==> src/rtl/lcd_bus_pkg.sv <==
// Shared encodings and timing minimums for the 8080-style panel write engine.
package lcd_bus_pkg;

   typedef enum logic [2:0] {
      ST_RST_LO = 3'd0,
      ST_RST_WT = 3'd1,
      ST_IDLE   = 3'd2,
      ST_SETUP  = 3'd3,
      ST_WR_LO  = 3'd4,
      ST_WR_HI  = 3'd5
   } lcd_state_t;

   localparam logic RS_CMD  = 1'b0;
   localparam logic RS_DATA = 1'b1;

   localparam int MIN_T_SETUP    = 1;
   localparam int MIN_T_WR_LOW   = 1;
   localparam int MIN_T_WR_HIGH  = 1;
   localparam int MIN_RST_LOW    = 1;
   localparam int MIN_RST_WAIT   = 1;
   localparam int MIN_FIFO_DEPTH = 2;

   function automatic int max_of(input int a, input int b);
      return (a > b) ? a : b;
   endfunction

endpackage

==> src/rtl/lcd_bus_writer_sync_fifo.sv <==
// Synchronous FIFO with extra-bit pointers; the head word is read from registered
// storage, so a word pushed on an edge becomes visible only after that edge.
module sync_fifo #(
   parameter int WIDTH = 17,
   parameter int DEPTH = 16
) (
   input  logic                     i_clk,
   input  logic                     i_n_rst,
   input  logic                     i_push,
   input  logic [WIDTH-1:0]         i_wdata,
   input  logic                     i_pop,
   output logic [WIDTH-1:0]         o_rdata,
   output logic                     o_full,
   output logic                     o_empty,
   output logic [$clog2(DEPTH):0]   o_level
);

   localparam int AW = $clog2(DEPTH);

   logic [WIDTH-1:0] r_mem [DEPTH];
   logic [AW:0]      r_wr_ptr;
   logic [AW:0]      r_rd_ptr;
   logic             w_push;
   logic             w_pop;

   assign o_full  = (r_wr_ptr[AW] != r_rd_ptr[AW]) && (r_wr_ptr[AW-1:0] == r_rd_ptr[AW-1:0]);
   assign o_empty = (r_wr_ptr == r_rd_ptr);
   assign o_level = r_wr_ptr - r_rd_ptr;
   assign o_rdata = r_mem[r_rd_ptr[AW-1:0]];

   // A pop cannot free a slot for a push on the same edge: full blocks the push.
   assign w_push = i_push && !o_full;
   assign w_pop  = i_pop && !o_empty;

   always_ff @(posedge i_clk or negedge i_n_rst) begin
      if (!i_n_rst) begin
         r_wr_ptr <= '0;
         r_rd_ptr <= '0;
      end else begin
         if (w_push) r_wr_ptr <= r_wr_ptr + (AW+1)'(1);
         if (w_pop)  r_rd_ptr <= r_rd_ptr + (AW+1)'(1);
      end
   end

   always_ff @(posedge i_clk) begin
      if (w_push) r_mem[r_wr_ptr[AW-1:0]] <= i_wdata;
   end

endmodule

==> src/rtl/lcd_bus_writer.sv <==
// Panel reset sequencing plus a FIFO-fed 8080 write strobe generator with
// programmable setup, WR-low and WR-high widths.
module lcd_bus_writer
   import lcd_bus_pkg::*;
#(
   parameter int DATA_W     = 16,
   parameter int FIFO_DEPTH = 16,
   parameter int T_SETUP    = 1,
   parameter int T_WR_LOW   = 2,
   parameter int T_WR_HIGH  = 2,
   parameter int RST_LOW    = 10,
   parameter int RST_WAIT   = 20
) (
   input  logic                          i_clk,
   input  logic                          i_n_rst,
   input  logic                          i_in_valid,
   output logic                          o_in_ready,
   input  logic                          i_in_rs,
   input  logic [DATA_W-1:0]             i_in_data,
   output logic [$clog2(FIFO_DEPTH):0]   o_fifo_level,
   output logic                          o_busy,
   output logic [DATA_W-1:0]             o_lcd_data,
   output logic                          o_lcd_rs,
   output logic                          o_lcd_wr,
   output logic                          o_lcd_rd,
   output logic                          o_lcd_cs,
   output logic                          o_lcd_rst,
   output lcd_state_t                    o_dbg_state
);

   localparam int T_MAX = max_of(max_of(max_of(T_SETUP, T_WR_LOW), max_of(T_WR_HIGH, RST_LOW)), RST_WAIT);
   localparam int CW    = $clog2(T_MAX) + 1;

   if (T_SETUP < MIN_T_SETUP) begin : g_chk_setup
      $error("T_SETUP below minimum");
   end
   if (T_WR_LOW < MIN_T_WR_LOW) begin : g_chk_wr_low
      $error("T_WR_LOW below minimum");
   end
   if (T_WR_HIGH < MIN_T_WR_HIGH) begin : g_chk_wr_high
      $error("T_WR_HIGH below minimum");
   end
   if (RST_LOW < MIN_RST_LOW || RST_WAIT < MIN_RST_WAIT) begin : g_chk_rst
      $error("RST_LOW/RST_WAIT below minimum");
   end
   if (FIFO_DEPTH < MIN_FIFO_DEPTH || (FIFO_DEPTH & (FIFO_DEPTH - 1)) != 0) begin : g_chk_depth
      $error("FIFO_DEPTH must be a power of two, at least 2");
   end
   if (DATA_W != 8 && DATA_W != 16) begin : g_chk_width
      $error("DATA_W must be 8 or 16");
   end

   lcd_state_t        r_state;
   logic [CW-1:0]     r_cnt;
   logic              r_lcd_rst;
   logic              r_lcd_cs;
   logic              r_lcd_wr;
   logic              r_lcd_rd;
   logic              r_lcd_rs;
   logic [DATA_W-1:0] r_lcd_data;

   logic [DATA_W:0]   w_head;
   logic              w_full;
   logic              w_empty;
   logic              w_cnt_done;
   logic              w_load;

   sync_fifo #(
      .WIDTH (DATA_W + 1),
      .DEPTH (FIFO_DEPTH)
   ) u_fifo (
      .i_clk   (i_clk),
      .i_n_rst (i_n_rst),
      .i_push  (i_in_valid),
      .i_wdata ({i_in_rs, i_in_data}),
      .i_pop   (w_load),
      .o_rdata (w_head),
      .o_full  (w_full),
      .o_empty (w_empty),
      .o_level (o_fifo_level)
   );

   assign w_cnt_done = (r_cnt == '0);

   // A word is popped from IDLE, or straight out of RST_WT / WR_HI at their last cycle.
   always_comb begin
      w_load = 1'b0;
      if (!w_empty) begin
         case (r_state)
            ST_IDLE:             w_load = 1'b1;
            ST_RST_WT, ST_WR_HI: w_load = w_cnt_done;
            default:             w_load = 1'b0;
         endcase
      end
   end

   always_ff @(posedge i_clk or negedge i_n_rst) begin
      if (!i_n_rst) begin
         r_state    <= ST_RST_LO;
         r_cnt      <= CW'(RST_LOW);
         r_lcd_rst  <= 1'b0;
         r_lcd_cs   <= 1'b1;
         r_lcd_wr   <= 1'b1;
         r_lcd_rd   <= 1'b1;
         r_lcd_rs   <= RS_CMD;
         r_lcd_data <= '0;
      end else begin
         r_lcd_rd <= 1'b1;
         if (w_load) begin
            r_state    <= ST_SETUP;
            r_cnt      <= CW'(T_SETUP - 1);
            r_lcd_cs   <= 1'b0;
            r_lcd_rs   <= w_head[DATA_W];
            r_lcd_data <= w_head[DATA_W-1:0];
         end else begin
            case (r_state)
               ST_RST_LO: begin
                  if (w_cnt_done) begin
                     r_state   <= ST_RST_WT;
                     r_cnt     <= CW'(RST_WAIT - 1);
                     r_lcd_rst <= 1'b1;
                  end else r_cnt <= r_cnt - CW'(1);
               end
               ST_RST_WT: begin
                  if (w_cnt_done) r_state <= ST_IDLE;
                  else            r_cnt   <= r_cnt - CW'(1);
               end
               ST_IDLE: begin
                  r_lcd_cs <= 1'b1;
               end
               ST_SETUP: begin
                  if (w_cnt_done) begin
                     r_state  <= ST_WR_LO;
                     r_cnt    <= CW'(T_WR_LOW - 1);
                     r_lcd_wr <= 1'b0;
                  end else r_cnt <= r_cnt - CW'(1);
               end
               ST_WR_LO: begin
                  if (w_cnt_done) begin
                     r_state  <= ST_WR_HI;
                     r_cnt    <= CW'(T_WR_HIGH - 1);
                     r_lcd_wr <= 1'b1;
                  end else r_cnt <= r_cnt - CW'(1);
               end
               ST_WR_HI: begin
                  if (w_cnt_done) begin
                     r_state  <= ST_IDLE;
                     r_lcd_cs <= 1'b1;
                  end else r_cnt <= r_cnt - CW'(1);
               end
               default: begin
                  r_state   <= ST_RST_LO;
                  r_cnt     <= CW'(RST_LOW);
                  r_lcd_rst <= 1'b0;
                  r_lcd_cs  <= 1'b1;
                  r_lcd_wr  <= 1'b1;
               end
            endcase
         end
      end
   end

   assign o_in_ready  = !w_full;
   assign o_busy      = (r_state != ST_IDLE) || !w_empty;
   assign o_lcd_data  = r_lcd_data;
   assign o_lcd_rs    = r_lcd_rs;
   assign o_lcd_wr    = r_lcd_wr;
   assign o_lcd_rd    = r_lcd_rd;
   assign o_lcd_cs    = r_lcd_cs;
   assign o_lcd_rst   = r_lcd_rst;
   assign o_dbg_state = r_state;

endmodule

==> config.mk <==
export PLATFORM = sky130hd
export DESIGN_NAME = lcd_bus_writer
export DESIGN_NICKNAME = d
export VERILOG_FILES = /design/src/rtl/lcd_bus_pkg.sv /design/src/rtl/lcd_bus_writer_sync_fifo.sv /design/src/rtl/lcd_bus_writer.sv
export SDC_FILE = /design/constraint.sdc
export NUM_CORES = 1
export LEC_CHECK = 0
export BUFFER_PORTS_ARGS = -buffer_cell sky130_fd_sc_hd__buf_2
export CORE_ASPECT_RATIO = 0.75
export CORE_MARGIN = 2
export CORE_UTILIZATION = 45
export DETAILED_ROUTE_END_ITERATION = 8
export PLACE_DENSITY = 0.67
export SYNTH_ARGS = -nofsm -noshare
export SYNTH_HDL_FRONTEND = slang
export SYNTH_SLANG_ARGS = --single-unit
==> constraint.sdc <==
create_clock -name i_clk -period 3.9 [get_ports i_clk]
set_input_delay 0.195 -clock i_clk [delete_from_list [all_inputs] [get_ports i_clk]]
set_output_delay 0.195 -clock i_clk [all_outputs]
set_load 0.02 [all_outputs]
# [Yosys cells after proc, flatten, opt, wreduce, memory -nomap -nowiden]
# Memory sizes are Yosys's and may differ from the RTL's. A register that Yosys moved wholly into a read port is not among the register bits.
# Cells that the tools add are included.
[totals] reg_bits=22 ramBits=272 output_inout_bits=31 n_memories=1
[classes] addsub=4 eq_ne=20 muxes=21 bitwise=3 n_reduce_logical=19
[mem_list] memory="u_fifo.r_mem" depth=16 word_bits=17 read_ports=1 rd_ports_with_merged_regs=1 wr=1 line_no="lcd_bus_writer_sync_fifo.sv:20" source="logic [WIDTH-1:0] r_mem [DEPTH];"
[ops] operator="6-bit 2-to-1 mux" count=4
[ops] operator="6-bit case mux with 4 select lines" count=1
[ops] operator="3-bit by 2-bit inequality test with 1-bit output (second input constant)" count=6
[ops] operator="3-bit 2-to-1 mux" count=5
[ops] operator="3-bit case mux with 5 select lines" count=1
[ops] operator="5-bit by 1-bit adder with 5-bit output (second input constant)" count=2
[ops] operator="4-bit OR reduction" count=2
[ops] operator="3-bit by 2-bit equality test with 1-bit output (second input constant)" count=2
[ops] operator="3-bit equality test (second input constant)" count=2
[ops] operator="6-bit logical NOT" count=1
[ops] operator="1-bit 2-to-1 mux" count=6
[ops] operator="2-bit inequality test (second input constant)" count=3
[ops] operator="1-bit case mux with 2 select lines" count=3
[ops] operator="6-bit by 1-bit subtractor with 6-bit output (second input constant)" count=1
[ops] operator="5-bit equality test" count=1
[ops] operator="5-bit AND reduction" count=1
[ops] operator="5-bit OR reduction" count=1
[ops] operator="5-bit subtractor" count=1
[ops] operator="4-bit equality test" count=1
[ops] operator="2-bit by 1-bit inequality test with 1-bit output (second input constant)" count=2
[ops] operator="2-bit AND reduction" count=2
[ops] operator="4-bit AND reduction" count=1
[ops] operator="2-bit OR reduction" count=2
[ops] operator="3-bit by 1-bit equality test with 1-bit output (second input constant)" count=1
[ops] operator="other kinds (9)" count=15

# [Depth between registers and ports, before layout]
# Gate-level depths: netlist of the first run.
[depth] word_depth=6 ltp_mapped=9

# [Hierarchy]
# A second synthesis of the first run with hierarchy kept.
[unflattened] cells_unflattened=661 hier_area_um2=12638.4
[modules_own_cells] mod="sync_fifo" n_inst=1 cells_each=538 area_per_inst_um2=11177.0 seq_area_each_um2=8418.1
[modules_own_cells] mod="lcd_bus_writer" n_inst=1 cells_each=123 area_per_inst_um2=1461.4 seq_area_each_um2=730.7

# [Worst setup path after synthesis of the first run]
# OpenSTA, ideal clock, no wires.
[synth_path] path_type="reg-to-reg" from="register u_fifo.r_rd_ptr[3]" to="memory u_fifo.r_mem[0][0] (enable)" setup_ns=0.435 arrival_time_ns=3.428 t_required_ns=3.465 path_slack_ns=0.038 stages_incl_launch_ff=8 path_buffers=2 path_cell_list="dfrtp_1 clkbuf_1 buf_1 inv_1 ha_1 nand4_1 o21ai_0 nor4_1"
[synth_between] elab_chain_len=6
[synth_lines] element="start: declaration" line_no="lcd_bus_writer_sync_fifo.sv:22" source="logic [AW:0] r_rd_ptr;"
[synth_lines] element="start signal: assignment" line_no="lcd_bus_writer_sync_fifo.sv:41" source="if (w_pop) r_rd_ptr <= r_rd_ptr + (AW+1)'(1);"
[synth_lines] element="4-bit equality test" line_no="lcd_bus_writer_sync_fifo.sv:26" source="assign o_full = (r_wr_ptr[AW] != r_rd_ptr[AW]) && (r_wr_ptr[AW-1:0] == r_rd_ptr[AW-1:0]);"
[synth_lines] element="1-bit logical AND" line_no="lcd_bus_writer_sync_fifo.sv:26"
[synth_lines] element="1-bit logical NOT" line_no="lcd_bus_writer_sync_fifo.sv:32" source="assign w_push = i_push && !o_full;"
[synth_lines] element="1-bit logical AND" line_no="lcd_bus_writer_sync_fifo.sv:32"
[synth_lines] element="1-bit 2-to-1 mux" line_no="lcd_bus_writer_sync_fifo.sv:46" source="if (w_push) r_mem[r_wr_ptr[AW-1:0]] <= i_wdata;"
[synth_lines] element="1-bit 2-to-1 mux (implied by the code)" line_no="lcd_bus_writer_sync_fifo.sv:46"
[synth_lines] element="end: declaration" line_no="lcd_bus_writer_sync_fifo.sv:20"
# Every way passes these cells.

# [Final worst setup path of the first run]
[layout_path] from="register u_fifo.r_wr_ptr[2]" to="memory u_fifo.r_mem[7][6] (enable)"
[layout_between] elab_chain_len=6
[layout_lines] element="start: declaration" line_no="lcd_bus_writer_sync_fifo.sv:21" source="logic [AW:0] r_wr_ptr;"
[layout_lines] element="start signal: assignment" line_no="lcd_bus_writer_sync_fifo.sv:40" source="if (w_push) r_wr_ptr <= r_wr_ptr + (AW+1)'(1);"
[layout_lines] element="4-bit equality test" line_no="lcd_bus_writer_sync_fifo.sv:26"
[layout_lines] element="1-bit logical AND" line_no="lcd_bus_writer_sync_fifo.sv:26"
[layout_lines] element="1-bit logical NOT" line_no="lcd_bus_writer_sync_fifo.sv:32"
[layout_lines] element="1-bit logical AND" line_no="lcd_bus_writer_sync_fifo.sv:32"
[layout_lines] element="1-bit 2-to-1 mux" line_no="lcd_bus_writer_sync_fifo.sv:46"
[layout_lines] element="1-bit 2-to-1 mux (implied by the code)" line_no="lcd_bus_writer_sync_fifo.sv:46"
# Several ways; a longest one is shown, not always the timed one.

==> flow_metrics.env, run 1 <==
export IMPL_outcome="completed"
export IMPL_postSynthCellCount=688
export IMPL_leakage_nw=4.84
export IMPL_synth_seq_cells=311
export IMPL_worstSetupEndpointType="register"
export IMPL_fin_nets=773
export IMPL_dp_cells=1095
export IMPL_remaining_drc_errors=0
export IMPL_r2r_cells=5
export IMPL_min_from="i_in_data[5]"
export IMPL_num_fill_cells=2233
export IMPL_avgSynthCellArea_um2=18.5
export IMPL_drv_slew=0
export IMPL_grt_pass1_wl_mm=39.0
export IMPL_first_pass_iters=5
export IMPL_cts_tree="done"
export IMPL_vias_per_cell=5.63
export IMPL_grt_overflow=0
export IMPL_ys_seq_area_frac=0.718
export IMPL_synth_area_top_cells="edfxtp_1, mux4_2, dfrtp_1, mux2i_1, mux4_1"
export IMPL_antenna_found_initial=0
export IMPL_die_h_um=150
export IMPL_fin_cells=1147
export IMPL_drv_cap=0
export IMPL_worst_pin_slew_ns=0.969
export IMPL_fmax_ghz=0.305
export IMPL_hold_slack_ns=0.0460
export IMPL_dieArea_um2=29700
export IMPL_slew_limit_headroom=0.347
export IMPL_totalWireLength_mm=25.9
export IMPL_power_density_nw_per_um2=735
export IMPL_setup_ws_ns=0.620
export IMPL_finClkSkew_ns=0.0163
export IMPL_gp_congestion=0.866
export IMPL_cts_buffers_inserted=29
export IMPL_final_common_cell="edfxtp_1"
export IMPL_area_delta_synth_final_pct=11.8
export IMPL_grt_pass1_vias=6355
export IMPL_final_cell_mix="edfxtp_1, buf_2, mux4_2"
export IMPL_wl_per_cell_um=22.6
export IMPL_worst_r2r_setup_slack_ns=0.62
export IMPL_h_tree_depth=1
export IMPL_synth_edf_count=272
export IMPL_yosysWarnings=0
export IMPL_n_antenna_cell=0
export IMPL_crit_chain="ha_1 -> nand4_1 -> o21ai_0 -> nor3b_1 -> and2_1"
export IMPL_critPathSlowestCell="and2_1"
export IMPL_initial_core_util=0.456
export IMPL_place_ws_ns=0.643
export IMPL_holdPathEnd="u_fifo.r_mem[6][5]"
export IMPL_synth_cell_types=57
export IMPL_finalHoldViolCount=0
export IMPL_worstReg2RegStart="u_fifo.r_wr_ptr[2]"
export IMPL_setup_viol=0
export IMPL_clockBufferDepth=3
export IMPL_final_core_util=0.510
export IMPL_crit_path_max_incr_delay_ns=0.77
export IMPL_rsz0062_at_grt="false"
export IMPL_synth_top_area_share=0.641
export IMPL_min_path_cells=1
export IMPL_synth_area_um2=12700
export IMPL_syn_num_nets=719
export IMPL_tns_ns=0
export IMPL_path_buf_inv=0
export IMPL_grt_max_degree=89
export IMPL_clkSinkCount=311
export IMPL_drt_iter0_drc=652
export IMPL_grtUsageTotal=0.178
export IMPL_hp_class="input pin to register"
export IMPL_r2r_end="u_fifo.r_mem[7][6]"
export IMPL_antenna_left=0
export IMPL_std_cell_rows=53
export IMPL_min_period_ns=3.28
export IMPL_layout_drive_gt1_share=0.245
export IMPL_io_pins=51
export IMPL_cts_root_buf="clkbuf_16"
export IMPL_crit_fanout=17
export IMPL_critPathTopFamily="simple AND/OR/NAND/NOR gates"
export IMPL_worstSetupPathType="register to register"
export IMPL_worstPathArrival_ns=3.46
export IMPL_worstPathRequired_ns=4.08
export IMPL_final_period_utilization=0.841
export IMPL_num_vias=6459
export IMPL_dp_hpwl_mm=16.1
export IMPL_start_kind="register"
export IMPL_synthArstFlopShare=0.125
export IMPL_die_w_um=198
export IMPL_yosys_area_top_type="edfxtp_1"
export IMPL_numPortBuffers=49
export IMPL_ir_drop_mv=0.451
export IMPL_clock_latency_ns=0.55
export IMPL_synth_ff_type="edfxtp_1"
export IMPL_cts_setup_buffers=0
export IMPL_path_clk_slew_ns=0.06
export IMPL_core_um2=27900
export IMPL_cp_depth=5
-- cells in the mapped netlist (2+ instances only) --
library cell and instances:
a22oi_2 9, clkbuf_1 15, a21oi_1 24, xor2_1 3
and3_1 5, and2_1 5, ha_1 10, buf_1 3
nor2_1 10, o31ai_1 18, a22oi_1 9, a21o_1 3
inv_1 17, buf_4 6, dfstp_2 4, mux2_2 18
o21ai_0 28, xnor2_1 10, mux4_1 12, buf_6 7
a31oi_1 2, a2bb2oi_1 17, nor4_1 6, nand4_1 3
nor3b_1 2, dfrtp_1 35, mux2i_1 34, nand2b_1 6
a221o_1 2, buf_2 11, edfxtp_1 272, nor3_1 5
nor2b_1 2, nand2_1 11, nand3_1 4, mux4_2 39
-- per-layer routing --
metal / vias up / share of wire / global-route usage
li1: 2888 / - / -
met1: 3354 / 0.50 / 0.286
met2: 189 / 0.42 / 0.250
met3: 28 / 0.063 / 0.0331
met4: 0 / 0.014 / 0.0387
met5: - / 0 / 0
-- stage by stage --
stage / power (mW) / instance area (µm²)
finish: 10.5 / 14200
floorplan: 6.98 / 12700
detailed placement: 8.01 / 13400
CTS: 10.5 / 14200
global route: 11.0 / 14200
global placement: 7.92 / 13400
-- registers in the layout, summed over array words and instances (netlist names) --
signal / flops
u_fifo.r_wr_ptr: 5
o_lcd_rst: 1
o_lcd_rs: 1
o_lcd_data: 16
o_dbg_state: 3
o_lcd_wr: 1
o_lcd_cs: 1
r_cnt: 6
u_fifo.r_rd_ptr: 5
u_fifo.r_mem: 272
-- what timing repair did --
item / 4_1_cts / 5_1_grt
gates resized for setup: 0 / 0
endpoints found under the hold margin: 35 / 0
hold buffers: 1 / 0
-- worst max-delay path by stage --
stage,startpoint,endpoint,slack [ns]
4_1_cts,u_fifo.r_wr_ptr[3],u_fifo.r_mem[7][12],0.64
5_1_grt,u_fifo.r_wr_ptr[3],u_fifo.r_mem[4][5],0.40
3_5_place_dp,u_fifo.r_wr_ptr[3],u_fifo.r_mem[7][1],0.64
3_3_place_gp,u_fifo.r_wr_ptr[3],u_fifo.r_mem[7][2],0.81
2_1_floorplan,u_fifo.r_rd_ptr[3],u_fifo.r_mem[0][0],0.04
6_report,u_fifo.r_wr_ptr[2],u_fifo.r_mem[7][6],0.62
-- where the power goes --
group          internal, mW  switching [mW]
Combinational          1.50            2.05
Sequential             4.12           0.268
Clock                  1.39            1.13
-- layout make-up --
type	count	area [µm²]	share of cell area
flip-flops and latches	311	9150	0.643
multi-input cells	317	3320	0.233
clock buffers	44	792	0.0556
well taps	385	482	0.0338
repair buffers	65	380	0.0267
inverters	18	67.6	0.00475
clock inverters	7	38.8	0.00272
-- kinds of logic after synthesis --
kind of cell / count (synthesis) / share of synthesized area
DFF: 311 / 0.718
AOI/OAI and AO/OA: 122 / 0.0683
muxes: 103 / 0.136
and+or+nand+nor: 66 / 0.0306
buffers and inverters: 60 / 0.0247
xor gates and xnor gates: 14 / 0.0102
adders and majority gates: 11 / 0.0114
other: 1 / 0.000294
Power figures use the tool's default switching activity.
==> run 2: changes to the inputs <==
- PLACE_DENSITY: 0.67 -> 0.64
- clock period: 3.9 -> 3.41 ns (I/O delays scaled with it)
==> run 2 against run 1 <==
Compared with the run above: global-route usage up 0.28 points; design area rose by 0.86%; via count up 0.65%; largest cell class unchanged.
==> flow_metrics.env, run 2 (same netlist as run 1, synthesis figures left out) <==
export IMPL_setup_viol=0
export IMPL_rsz0062_at_grt="false"
export IMPL_fin_nets=783
export IMPL_met1Wirelength_mm=13.4
export IMPL_fmax_ghz=0.327
export IMPL_finalHoldViolCount=0
export IMPL_place_ws_ns=0.390
export IMPL_crit_path_max_incr_delay_ns=0.86
export IMPL_dr_wl_met2_mm=10.9
export IMPL_power_frac_comb=0.339
export IMPL_antenna_found_initial=1
export IMPL_p_switching_mw=4.02
export IMPL_worst_pin_slew_ns=0.990
export IMPL_leakage_nw=4.91
export IMPL_vias_per_cell=5.60
export IMPL_grt_max_degree=89
export IMPL_slew_limit_headroom=0.333
export IMPL_antenna_left=0
export IMPL_grt_pass1_wl_mm=39.6
export IMPL_tns_ns=0
export IMPL_wl_met3_mm=1.56
export IMPL_final_cell_mix="edfxtp_1, buf_2, mux4_2"
export IMPL_dp_hpwl_mm=16.5
export IMPL_start_kind="register"
export IMPL_final_period_utilization=0.898
export IMPL_drv_cap=0
export IMPL_numPortBuffers=49
export IMPL_final_common_cell="edfxtp_1"
export IMPL_clock_latency_ns=0.54
export IMPL_totalWireLength_mm=26.3
export IMPL_drv_slew=0
export IMPL_p_int_mw=8.11
export IMPL_gp_congestion=0.825
export IMPL_crit_fanout=17
export IMPL_std_cell_rows=53
export IMPL_grt_pass1_vias=6414
export IMPL_power_density_nw_per_um2=845
export IMPL_cts_tree="done"
export IMPL_outcome="completed"
export IMPL_worstPathArrival_ns=3.34
export IMPL_worstSetupPathType="register to register"
export IMPL_cts_root_buf="clkbuf_16"
export IMPL_clockBufferDepth=3
export IMPL_worstPathRequired_ns=3.69
export IMPL_cts_buffers_inserted=30
export IMPL_critPathSlowestCell="o21ai_0"
export IMPL_wl_per_cell_um=22.7
export IMPL_dpl_cell_area_um2=13500
export IMPL_p_total_mw=12.1
export IMPL_ir_drop_mv=0.510
export IMPL_num_vias=6501
export IMPL_largest_reg_flops=272
export IMPL_core_um2=27900
export IMPL_h_tree_depth=1
export IMPL_final_core_util=0.514
export IMPL_finClkSkew_ns=0.00800
export IMPL_pwr_share_seq=0.413
export IMPL_grt_overflow=0
export IMPL_worstSetupEndpointType="register"
export IMPL_drt_iter0_drc=536
export IMPL_path_clk_slew_ns=0.06
export IMPL_cts_resized=0
export IMPL_hp_class="input pin to register"
export IMPL_crit_chain="ha_1 -> nand4_1 -> o21ai_0 -> nor2_1 -> and3_1 -> buf_4"
export IMPL_die_w_um=198
export IMPL_power_switching_share=0.332
export IMPL_min_period_ns=3.06
export IMPL_dieArea_um2=29700
export IMPL_remaining_drc_errors=0
export IMPL_grtUsageTotal=0.181
export IMPL_initial_core_util=0.456
export IMPL_n_antenna_cell=0
export IMPL_post_route_cell_area_um2=14400
export IMPL_layout_drive_gt1_share=0.258
export IMPL_pwr_share_clk=0.248
export IMPL_io_pins=51
export IMPL_die_h_um=150
export IMPL_setup_ws_ns=0.349
export IMPL_top_layer_used="met5"
export IMPL_first_pass_iters=6
export IMPL_clkSinkCount=311
export IMPL_area_delta_synth_final_pct=12.7
## run 2: cell types whose count changed in the layout (fill, tap and decap cells not counted)
cell	before	now
clkbuf_16	29	31
inv_6	1	0
clkinv_2	3	5
clkbuf_1	14	10
clkbuf_8	1	0
clkinv_1	2	6
buf_4	14	23
clkinv_4	0	2
## run 2: through the flow
step                      std cells  hold WS (ns)
after floorplan                 688        -0.125
after global placement         1104         0.316
after detailed placement       1104         0.348
after CTS                      1160        0.0160
after global routing           1160        0.0247
final                          1160        0.0304
## run 2: final timing paths
check / from / slack [ns] / cells past startpoint / end
max: u_fifo.r_wr_ptr[3] / 0.35 / 6 / u_fifo.r_mem[10][3]
min: i_in_data[14] / 0.03 / 1 / u_fifo.r_mem[11][14]
max reg2reg: u_fifo.r_wr_ptr[3] / 0.35 / 6 / u_fifo.r_mem[10][3]
min reg2reg: o_lcd_data[8] / 0.51 / 2 / o_lcd_data[8]
max in group asynchronous: i_n_rst / 2.48 / 2 / u_fifo.r_rd_ptr[0]
min in group asynchronous: i_n_rst / 0.28 / 2 / r_cnt[5]
## run 2: worst max-delay path: cells and delay by family (launching register included)
family,cells,cell delay [ns]
compound gates,1,0.86
fa+ha+maj,1,0.45
buf+inv,1,0.23
flops,1,0.56
simple gates,3,0.69
## run 2: what timing repair did
item                                   in CTS  in global routing
hold buffers                                1                  0
setup buffers                               0                  0
endpoints found under the hold margin      35                  0
## run 2: per-layer routing
metal | up-vias | track usage
li1 | 2903 | -
met1 | 3370 | 0.298
met2 | 191 | 0.254
met3 | 35 | 0.0259
met4 | 2 | 0.0346
met5 | - | 0
## run 2: cell type report
class                           count  area [µm²]
Fill cell                        2247       13600
Sequential cell                   311        9150
Multi-Input combinational cell    317        3320
Clock buffer                       41         813
Tap cell                          385         482
Timing Repair Buffer               74         448
Clock inverter                     14        72.6
Inverter                           18        67.6
## run 2: power by group through the flow
stage	Combinational [mW]	Sequential (mW)	Clock, mW
floorplan	2.87	5.11	0
global placement	4.04	5.05	0
finish	4.11	5.01	3.01
global route	4.44	5.06	3.21
CTS	4.14	5.01	3.08
detailed placement	4.12	5.09	0
